==> src/rtl/load_store_unit.sv <==
// load_store_unit
// Two-lane load/store execution unit. Captures up to two memory operations
// (lane A, lane B) from dispatch, serialises them onto one 16-bit memory
// request/ack port (A first), returns load data as a register write-back and
// stalls dispatch while busy. A flush abandons all captured and in-flight work.
//
// Ports:
//   clock_i, reset_i          clock, synchronous active-high reset
//   flushBack_i               pipeline flush (priority below reset only)
//   lsEnable*_i, isWbLS*_i    lane valid, load writes back
//   lsWbAddress*_i            load destination register
//   lsOpCode*_i               opcode (LOAD_OP / STORE_OP, anything else illegal)
//   lsPoperand*_i             memory address
//   lsSoperand*_i             store data
//   memAck_i, memRData_i      memory completion and load data
//   memReq_o, memWe_o         request strobe, 1 = store
//   memAddr_o, memWData_o     request address and store data
//   stall_o                   unit busy, lane inputs ignored
//   wbEnable_o, wbAddress_o,
//   wbData_o                  one-cycle write-back
//   lsError_o                 one-cycle pulse on illegal opcode or timeout
module load_store_unit #(
  parameter logic [6:0]  LOAD_OP  = 7'h20,
  parameter logic [6:0]  STORE_OP = 7'h21,
  parameter int unsigned TIMEOUT  = 16
) (
  input  logic        clock_i,
  input  logic        reset_i,
  input  logic        flushBack_i,
  input  logic        lsEnableA_i,
  input  logic        lsEnableB_i,
  input  logic        isWbLSA_i,
  input  logic        isWbLSB_i,
  input  logic [4:0]  lsWbAddressA_i,
  input  logic [4:0]  lsWbAddressB_i,
  input  logic [6:0]  lsOpCodeA_i,
  input  logic [6:0]  lsOpCodeB_i,
  input  logic [15:0] lsPoperandA_i,
  input  logic [15:0] lsPoperandB_i,
  input  logic [15:0] lsSoperandA_i,
  input  logic [15:0] lsSoperandB_i,
  input  logic        memAck_i,
  input  logic [15:0] memRData_i,
  output logic        memReq_o,
  output logic        memWe_o,
  output logic [15:0] memAddr_o,
  output logic [15:0] memWData_o,
  output logic        stall_o,
  output logic        wbEnable_o,
  output logic [4:0]  wbAddress_o,
  output logic [15:0] wbData_o,
  output logic        lsError_o
);

  typedef enum logic [1:0] {IDLE = 2'd0, ACC_A = 2'd1, ACC_B = 2'd2} state_t;

  // Abort fires on the edge where the counter has already seen TIMEOUT-1
  // unacknowledged edges, i.e. after TIMEOUT request cycles.
  localparam logic [7:0] TMO_LAST = 8'(TIMEOUT - 1);

  state_t      state_q, state_d;
  logic [7:0]  tmo_cnt_q, tmo_cnt_d;
  logic        b_vld_q, b_vld_d;
  logic        mem_req_q, mem_req_d;
  logic        mem_we_q, mem_we_d;
  logic [15:0] mem_addr_q, mem_addr_d;
  logic [15:0] mem_wdata_q, mem_wdata_d;
  logic        wb_en_q, wb_en_d;
  logic [4:0]  wb_addr_q, wb_addr_d;
  logic [15:0] wb_data_q, wb_data_d;
  logic        err_q, err_d;

  // Captured lane payload (no reset needed, qualified by state / b_vld_q)
  logic        a_wb_q, a_wb_d;
  logic [4:0]  a_wb_addr_q, a_wb_addr_d;
  logic        b_we_q, b_we_d;
  logic        b_wb_q, b_wb_d;
  logic [4:0]  b_wb_addr_q, b_wb_addr_d;
  logic [15:0] b_addr_q, b_addr_d;
  logic [15:0] b_wdata_q, b_wdata_d;

  logic a_load, a_store, a_ok, a_bad;
  logic b_load, b_store, b_ok, b_bad;
  logic tmo_hit, cur_wb;
  logic [4:0] cur_wb_addr;

  assign a_load  = (lsOpCodeA_i == LOAD_OP);
  assign a_store = (lsOpCodeA_i == STORE_OP);
  assign a_ok    = lsEnableA_i & (a_load | a_store);
  assign a_bad   = lsEnableA_i & ~(a_load | a_store);
  assign b_load  = (lsOpCodeB_i == LOAD_OP);
  assign b_store = (lsOpCodeB_i == STORE_OP);
  assign b_ok    = lsEnableB_i & (b_load | b_store);
  assign b_bad   = lsEnableB_i & ~(b_load | b_store);

  assign tmo_hit     = (tmo_cnt_q == TMO_LAST);
  assign cur_wb      = (state_q == ACC_A) ? a_wb_q : b_wb_q;
  assign cur_wb_addr = (state_q == ACC_A) ? a_wb_addr_q : b_wb_addr_q;

  always_comb begin
    state_d     = state_q;
    tmo_cnt_d   = tmo_cnt_q;
    b_vld_d     = b_vld_q;
    mem_req_d   = mem_req_q;
    mem_we_d    = mem_we_q;
    mem_addr_d  = mem_addr_q;
    mem_wdata_d = mem_wdata_q;
    wb_en_d     = 1'b0;
    wb_addr_d   = wb_addr_q;
    wb_data_d   = wb_data_q;
    err_d       = 1'b0;
    a_wb_d      = a_wb_q;
    a_wb_addr_d = a_wb_addr_q;
    b_we_d      = b_we_q;
    b_wb_d      = b_wb_q;
    b_wb_addr_d = b_wb_addr_q;
    b_addr_d    = b_addr_q;
    b_wdata_d   = b_wdata_q;

    if (flushBack_i) begin
      // Flushed work leaves no trace: no ack, write-back or error is taken.
      state_d     = IDLE;
      tmo_cnt_d   = 8'd0;
      b_vld_d     = 1'b0;
      mem_req_d   = 1'b0;
      mem_we_d    = 1'b0;
      mem_addr_d  = 16'h0;
      mem_wdata_d = 16'h0;
    end else begin
      case (state_q)
        IDLE: begin
          if (lsEnableA_i | lsEnableB_i) begin
            err_d       = a_bad | b_bad;
            tmo_cnt_d   = 8'd0;
            a_wb_d      = isWbLSA_i & a_load;
            a_wb_addr_d = lsWbAddressA_i;
            b_we_d      = b_store;
            b_wb_d      = isWbLSB_i & b_load;
            b_wb_addr_d = lsWbAddressB_i;
            b_addr_d    = lsPoperandB_i;
            b_wdata_d   = b_store ? lsSoperandB_i : 16'h0;
            // b_vld marks B still pending behind A.
            b_vld_d     = a_ok & b_ok;
            if (a_ok) begin
              state_d     = ACC_A;
              mem_req_d   = 1'b1;
              mem_we_d    = a_store;
              mem_addr_d  = lsPoperandA_i;
              mem_wdata_d = a_store ? lsSoperandA_i : 16'h0;
            end else if (b_ok) begin
              state_d     = ACC_B;
              mem_req_d   = 1'b1;
              mem_we_d    = b_store;
              mem_addr_d  = lsPoperandB_i;
              mem_wdata_d = b_store ? lsSoperandB_i : 16'h0;
            end
          end
        end
        ACC_A, ACC_B: begin
          if (memAck_i) begin
            if (cur_wb) begin
              wb_en_d   = 1'b1;
              wb_addr_d = cur_wb_addr;
              wb_data_d = memRData_i;
            end
          end else if (tmo_hit) begin
            err_d = 1'b1;
          end
          if (memAck_i | tmo_hit) begin
            tmo_cnt_d = 8'd0;
            if ((state_q == ACC_A) && b_vld_q) begin
              // Back-to-back: B request follows A with no idle cycle.
              state_d     = ACC_B;
              b_vld_d     = 1'b0;
              mem_req_d   = 1'b1;
              mem_we_d    = b_we_q;
              mem_addr_d  = b_addr_q;
              mem_wdata_d = b_wdata_q;
            end else begin
              state_d     = IDLE;
              b_vld_d     = 1'b0;
              mem_req_d   = 1'b0;
              mem_we_d    = 1'b0;
              mem_addr_d  = 16'h0;
              mem_wdata_d = 16'h0;
            end
          end else begin
            tmo_cnt_d = tmo_cnt_q + 8'd1;
          end
        end
        default: state_d = IDLE;
      endcase
    end
  end

  always_ff @(posedge clock_i) begin
    if (reset_i) begin
      state_q     <= IDLE;
      tmo_cnt_q   <= 8'd0;
      b_vld_q     <= 1'b0;
      mem_req_q   <= 1'b0;
      mem_we_q    <= 1'b0;
      mem_addr_q  <= 16'h0;
      mem_wdata_q <= 16'h0;
      wb_en_q     <= 1'b0;
      wb_addr_q   <= 5'd0;
      wb_data_q   <= 16'h0;
      err_q       <= 1'b0;
    end else begin
      state_q     <= state_d;
      tmo_cnt_q   <= tmo_cnt_d;
      b_vld_q     <= b_vld_d;
      mem_req_q   <= mem_req_d;
      mem_we_q    <= mem_we_d;
      mem_addr_q  <= mem_addr_d;
      mem_wdata_q <= mem_wdata_d;
      wb_en_q     <= wb_en_d;
      wb_addr_q   <= wb_addr_d;
      wb_data_q   <= wb_data_d;
      err_q       <= err_d;
    end
  end

  always_ff @(posedge clock_i) begin
    a_wb_q      <= a_wb_d;
    a_wb_addr_q <= a_wb_addr_d;
    b_we_q      <= b_we_d;
    b_wb_q      <= b_wb_d;
    b_wb_addr_q <= b_wb_addr_d;
    b_addr_q    <= b_addr_d;
    b_wdata_q   <= b_wdata_d;
  end

  assign memReq_o    = mem_req_q;
  assign memWe_o     = mem_we_q;
  assign memAddr_o   = mem_addr_q;
  assign memWData_o  = mem_wdata_q;
  assign stall_o     = (state_q != IDLE);
  assign wbEnable_o  = wb_en_q;
  assign wbAddress_o = wb_addr_q;
  assign wbData_o    = wb_data_q;
  assign lsError_o   = err_q;

endmodule

==> config.mk <==
export PLATFORM = sky130hd
export DESIGN_NAME = load_store_unit
export DESIGN_NICKNAME = d
export VERILOG_FILES = /design/src/rtl/load_store_unit.sv
export SDC_FILE = /design/constraint.sdc
export NUM_CORES = 1
export LEC_CHECK = 0
export ABC_AREA = 0
export CORE_MARGIN = 2
export CORE_UTILIZATION = 35
export DETAILED_ROUTE_END_ITERATION = 8
export PLACE_DENSITY = 0.64
export SLEW_MARGIN = 5
export SYNTH_ARGS = -nofsm -noshare
export SYNTH_HDL_FRONTEND = slang
export SYNTH_SLANG_ARGS = --single-unit
export TNS_END_PERCENT = 30
==> constraint.sdc <==
create_clock -name clock_i -period 5.9 [get_ports clock_i]
set_clock_uncertainty 0.1 [all_clocks]
set_input_delay 0.59 -clock clock_i [delete_from_list [all_inputs] [get_ports clock_i]]
set_output_delay 0.59 -clock clock_i [all_outputs]
set_load 0.01 [all_outputs]
==> results.cfg, run 1 <==
[status]
status = finished clean

[power]
pwr-share-clk_pct = 50.5
swShare_pct = 20.1
irDropWorstVdd_mv = 0.202
combPwrFrac_pct = 7.4
seq_power_share_pct = 42.1
power_density_nw_per_um2 = 271
power.internal_mw = 1.60
p_switching_uw = 402
p_leak_nw = 2.59

[synth]
synth_top_cell_area_share_pct = 27.3
synth.area.top_cells = dfxtp_1, edfxtp_1, nand2_1, mux2i_1, nor2_1
async_reset_ff_share_pct = 0
synth_edf_count = 45
synth_flop_cell = dfxtp_1
synth_common_cells = dfxtp_1, nand2_1, nor2_1
yosys_warnings = 0
netlist_instances = 483
syn-num-nets = 599
synth-seq-cells = 113
ys_seq_area_share_pct = 54.5
avgSynthCellArea_um2 = 10.3
synth_area_um2 = 4980
yosysUniqueCellTypes = 45
synth_top_area_cell = dfxtp_1

[routing]
firstDrtPassIters = 4
routedWlPerCell_um = 17.0
drt-total-wl_um = 14100
drt-initial-drc-count = 277
drc_errors = 0
antenna_left = 0
viasPerCell = 5.26
num_vias = 4377

[worst_setup_path]
endpoint_kind = register
start_kind = input port
cp_max_fo = 35
critical_path_class = in -> reg
cp.required_ns = 6.05
arrival_ns = 3.46

[min_path]
hold_class = reg -> reg

[final_layout]
fillers = 1252
diodes = 0
multiInputGateArea_um2 = 2090
instances_no_fill = 832
utilization_pct = 53.2
syn_to_final_growth_pct = 48.4
drive_gt1_share_pct = 7.06
regArea_um2 = 2710
nets = 755

[die]
core_um2 = 13900
dieWidth_um = 123
die_area_um2 = 15200
ios = 170
die_h_um = 123
start_util_pct = 35.9
rows = 43

[global_route]
track_usage_pct = 18.9
grt_pass1_wl_um = 21800
grt_pass1_vias = 4424
antenna_found_initial = 0
overflow = 0
grt_max_degree = 45

[cts]
clock-root-buffer = clkbuf_16
worstSkewPairLatency_ns = 0.41
ctsResizeCount = 0
cts_buffer_depth = 2
numCtsBuffers = 17
clk_pin_slew_ns = 0.05
cts_max_level = 4
cts_tree = done
cts_num_sinks = 113
hold_buffers = 0
post_cts_buffers = 0

[timing]
final-max-slew-violation-count = 0
rsz0062_at_grt = false
finalHoldViolations = 0
setup_ws_ns = 2.58
slew_headroom_pct = 35.4
fin_crit_sh_pct = 56.2
tightest_slew_ns = 0.962
tns_ns = 0
setup_viol = 0
clock.fmax_ghz = 0.302
min_period_ns = 3.32

[place]
hpwl_um = 9720
gp_congestion = 0.845
io_buffers = 169
place_ws_ns = 2.18
placed_cells = 800

[run]
drv_cap = 0
## layer usage
metal | global-route usage (%) | wire length, um | vias to the layer above
li1 | - | - | 2108
met4 | 7.24 | 261 | 0
met3 | 6.09 | 1080 | 19
met1 | 21.4 | 5790 | 2080
met5 | 0 | 0 | -
met2 | 33.1 | 7010 | 170
## final cells by class
cell class                 instances  area share [%]
tap                              180            3.05
clock buffer                      30            8.08
clock inverter                     2           0.135
sequential                       113            36.7
inverter                           3           0.152
timing repair buffer             176            23.6
multi-input combinational        328            28.3
## metrics by stage
step	instance area, um^2	total power [mW]	hold slack, ns
6_report	7390	2.00	0.355
3_5_place_dp	6780	1.00	0.349
5_1_grt	7390	2.07	0.380
3_3_place_gp	6780	1.00	0.341
4_1_cts	7390	2.02	0.357
2_1_floorplan	4980	0.904	0.349
## path summary, 6_finish.rpt
kind                                startpoint             end  slack (ns)  cells past startpoint
worst max-delay path            lsOpCodeA_i[1]   memWData_o[8]        2.58                      6
worst min-delay path              wbData_o[10]    wbData_o[10]        0.35                      2
worst max register to register      state_q[1]  memWData_o[15]        3.14                      8
worst min register to register    wbData_o[10]    wbData_o[10]        0.35                      2
## worst max-delay path, cell delays in order
cell             delay, ns
clkdlybuf4s50_1       0.46
nor4_4                0.87
nand2_2               0.83
a31oi_1               0.42
a2bb2oi_1             0.18
a211oi_1              0.09
## flip-flops by register name (all words and copies together) (netlist names)
name / cells
b_vld_q: 1
b_wb_q: 1
b_wdata_q: 16
tmo_cnt_q: 8
a_wb_addr_q: 5
b_we_q: 1
b_wb_addr_q: 5
wbData_o: 16
wbAddress_o: 5
memWData_o: 16
memReq_o: 1
a_wb_q: 1
memWe_o: 1
wbEnable_o: 1
b_addr_q: 16
memAddr_o: 16
lsError_o: 1
state_q: 2
## cell families (layout without fill, tap and decap cells)
logic type	after synthesis	in the layout	share of synthesized area (%)
adder cells (fa/ha/maj)	4	4	1.00
multiplexers	25	25	5.05
flip-flops	113	113	54.5
buffers and inverters	42	211	3.84
AO/OA/AOI/OAI	110	110	16.3
AND/OR/NAND/NOR	183	183	18.3
XOR/XNOR	6	6	1.06
## power by group through the flow
| stage | registers, mW | logic (mW) | clock network [mW] |
|---|---|---|---|
| after floorplan | 0.858 | 0.0462 | 0 |
| after global placement | 0.856 | 0.146 | 0 |
| after detailed placement | 0.857 | 0.148 | 0 |
| after CTS | 0.841 | 0.149 | 1.03 |
| after global routing | 0.842 | 0.158 | 1.07 |
| final | 0.841 | 0.148 | 1.01 |
## cells in the final DEF, fill, tap and decap left out, types with 17 or more instances in the layout
cell / count
mux2i_1: 24
a21oi_1: 22
edfxtp_1: 45
a2bb2oi_1: 20
nor2_1: 52
a211oi_1: 25
and4_1: 17
dfxtp_1: 68
clkbuf_16: 19
clkdlybuf4s50_1: 169
nand2_1: 68
No activity file was read; power rests on OpenSTA's default activity.
==> run 2, diff against run 1 <==
clock period = 3.26 ns   (was 5.9 ns; I/O delays follow)
==> results.cfg, run 2 (synthesis gave the netlist of run 1 again) <==
[final_layout]
nets = 760
layout_commonest_cell = clkdlybuf4s50_1
drive_gt1_share_pct = 8.22
regArea_um2 = 2710
final_cell_mix = clkdlybuf4s50_1, nand2_1, dfxtp_1, nor2_1, edfxtp_1
fillers = 1227
instances_no_fill = 837
multiInputGateArea_um2 = 2100
syn_to_final_growth_pct = 49.5
diodes = 0

[power]
p_switching_uw = 826
irDropWorstVdd_mv = 0.332
pwr-share-clk_pct = 50.8
power_density_nw_per_um2 = 489
seq_power_share_pct = 41.7
swShare_pct = 22.7
combPwrFrac_pct = 7.5
power.internal_mw = 2.82
p_leak_nw = 2.62

[min_path]
hold_class = reg -> reg
hold_depth = 2
min_from = wbData_o[4]
holdPathEnd = wbData_o[4]

[global_route]
grt_pass1_vias = 4361
antenna_found_initial = 0
grt_pass1_wl_um = 22000
overflow = 0
track_usage_pct = 18.6
grt_max_degree = 65

[die]
core_um2 = 13900
die_h_um = 123
dieWidth_um = 123
start_util_pct = 35.9
die_area_um2 = 15200
ios = 170
rows = 43

[cts]
post_cts_buffers = 0
cts_tree = done
hold_buffers = 0
worstSkewPairLatency_ns = 0.40
clock-root-buffer = clkbuf_16
clk_pin_slew_ns = 0.06
cts_num_sinks = 113
ctsResizeCount = 0
cts_max_level = 4
numCtsBuffers = 17
cts_buffer_depth = 2

[worst_setup_path]
endpoint_kind = register
arrival_ns = 2.73
start_kind = register
crit_start = state_q[0]
worstRegToRegCells = 7
regToRegEndpoint = memWData_o[7]
cp.required_ns = 3.46
timing.rr.start = state_q[0]
critical_path_class = reg -> reg
cp_max_fo = 36
worst-r2r-setup-slack_ns = 0.73

[timing]
hold_ws_ns = 0.353
tightest_slew_ns = 0.864
clock.fmax_ghz = 0.395
rsz0062_at_grt = false
slew_headroom_pct = 42.4
tns_ns = 0
fin_crit_sh_pct = 77.6
min_period_ns = 2.53
final-max-slew-violation-count = 0
finalHoldViolations = 0
setup_viol = 0

[place]
placed_cells = 805
io_buffers = 169
hpwl_um = 9750
gp_congestion = 0.828

[routing]
viasPerCell = 5.18
drt-initial-drc-count = 209
antenna_left = 0
drc_errors = 0
firstDrtPassIters = 4
num_vias = 4336
drt-total-wl_um = 14000
routedWlPerCell_um = 16.7

[status]
status = finished clean

[run]
drv_cap = 0
## run 2: changes by cell type in the layout (fill, tap and decap cells not counted), sizes merged
cell / previous run / this run
inv: 3 / 11
buf: 7 / 12
clkbuf: 30 / 17
bufinv: 0 / 2
clkinv: 2 / 4
clkinvlp: 0 / 1
## run 2: cell type report
cell class              instances  share of cell area [%]
inverters                       3                   0.151
multi-input cells             328                    28.1
flip-flops and latches        113                    36.4
repair buffers                181                    24.3
well taps                     180                    3.02
clock inverters                15                    2.28
clock buffers                  17                    5.71
## run 2: worst max path at each step
stage | depth (start not counted) | to
detailed placement | 7 | memWData_o[10]
floorplan | 4 | a_wb_addr_q[0]
global placement | 7 | memWData_o[0]
CTS | 7 | memWData_o[7]
global route | 7 | memWData_o[3]
finish | 7 | memWData_o[7]
## run 2: worst max-delay path: stages, from the launching register on
cell and delay (ns):
dfxtp_1 0.39, inv_1 0.06, ha_1 0.36, buf_4 0.40, and3_1 0.51, buf_12 0.24, nand2_1 0.08, a311oi_1 0.28
## run 2: power groups by stage
stage	Combinational [mW]	Clock [mW]	Sequential [mW]
global placement	0.271	0	1.55
global route	0.294	1.96	1.52
detailed placement	0.274	0	1.55
finish	0.275	1.85	1.52
CTS	0.275	1.88	1.52
floorplan	0.0840	0	1.55
## run 2: stage by stage
step	cell area, um^2	power (mW)	utilization [%]	worst slack, ns
after floorplan	4990	1.63	-	0.144
after global placement	6850	1.82	49.4	0.544
after detailed placement	6850	1.82	49.4	0.448
after CTS	7450	3.68	53.7	0.727
after global routing	7450	3.77	53.7	0.547
final	7450	3.64	53.7	0.729
## run 2: metal layers
| metal | vias to the layer above | routed length [um] | global-route usage [%] |
|---|---|---|---|
| met4 | 0 | 213 | 5.40 |
| met2 | 170 | 6870 | 32.4 |
| met5 | - | 0 | 0 |
| li1 | 2125 | - | - |
| met1 | 2025 | 6020 | 22.3 |
| met3 | 16 | 847 | 5.30 |
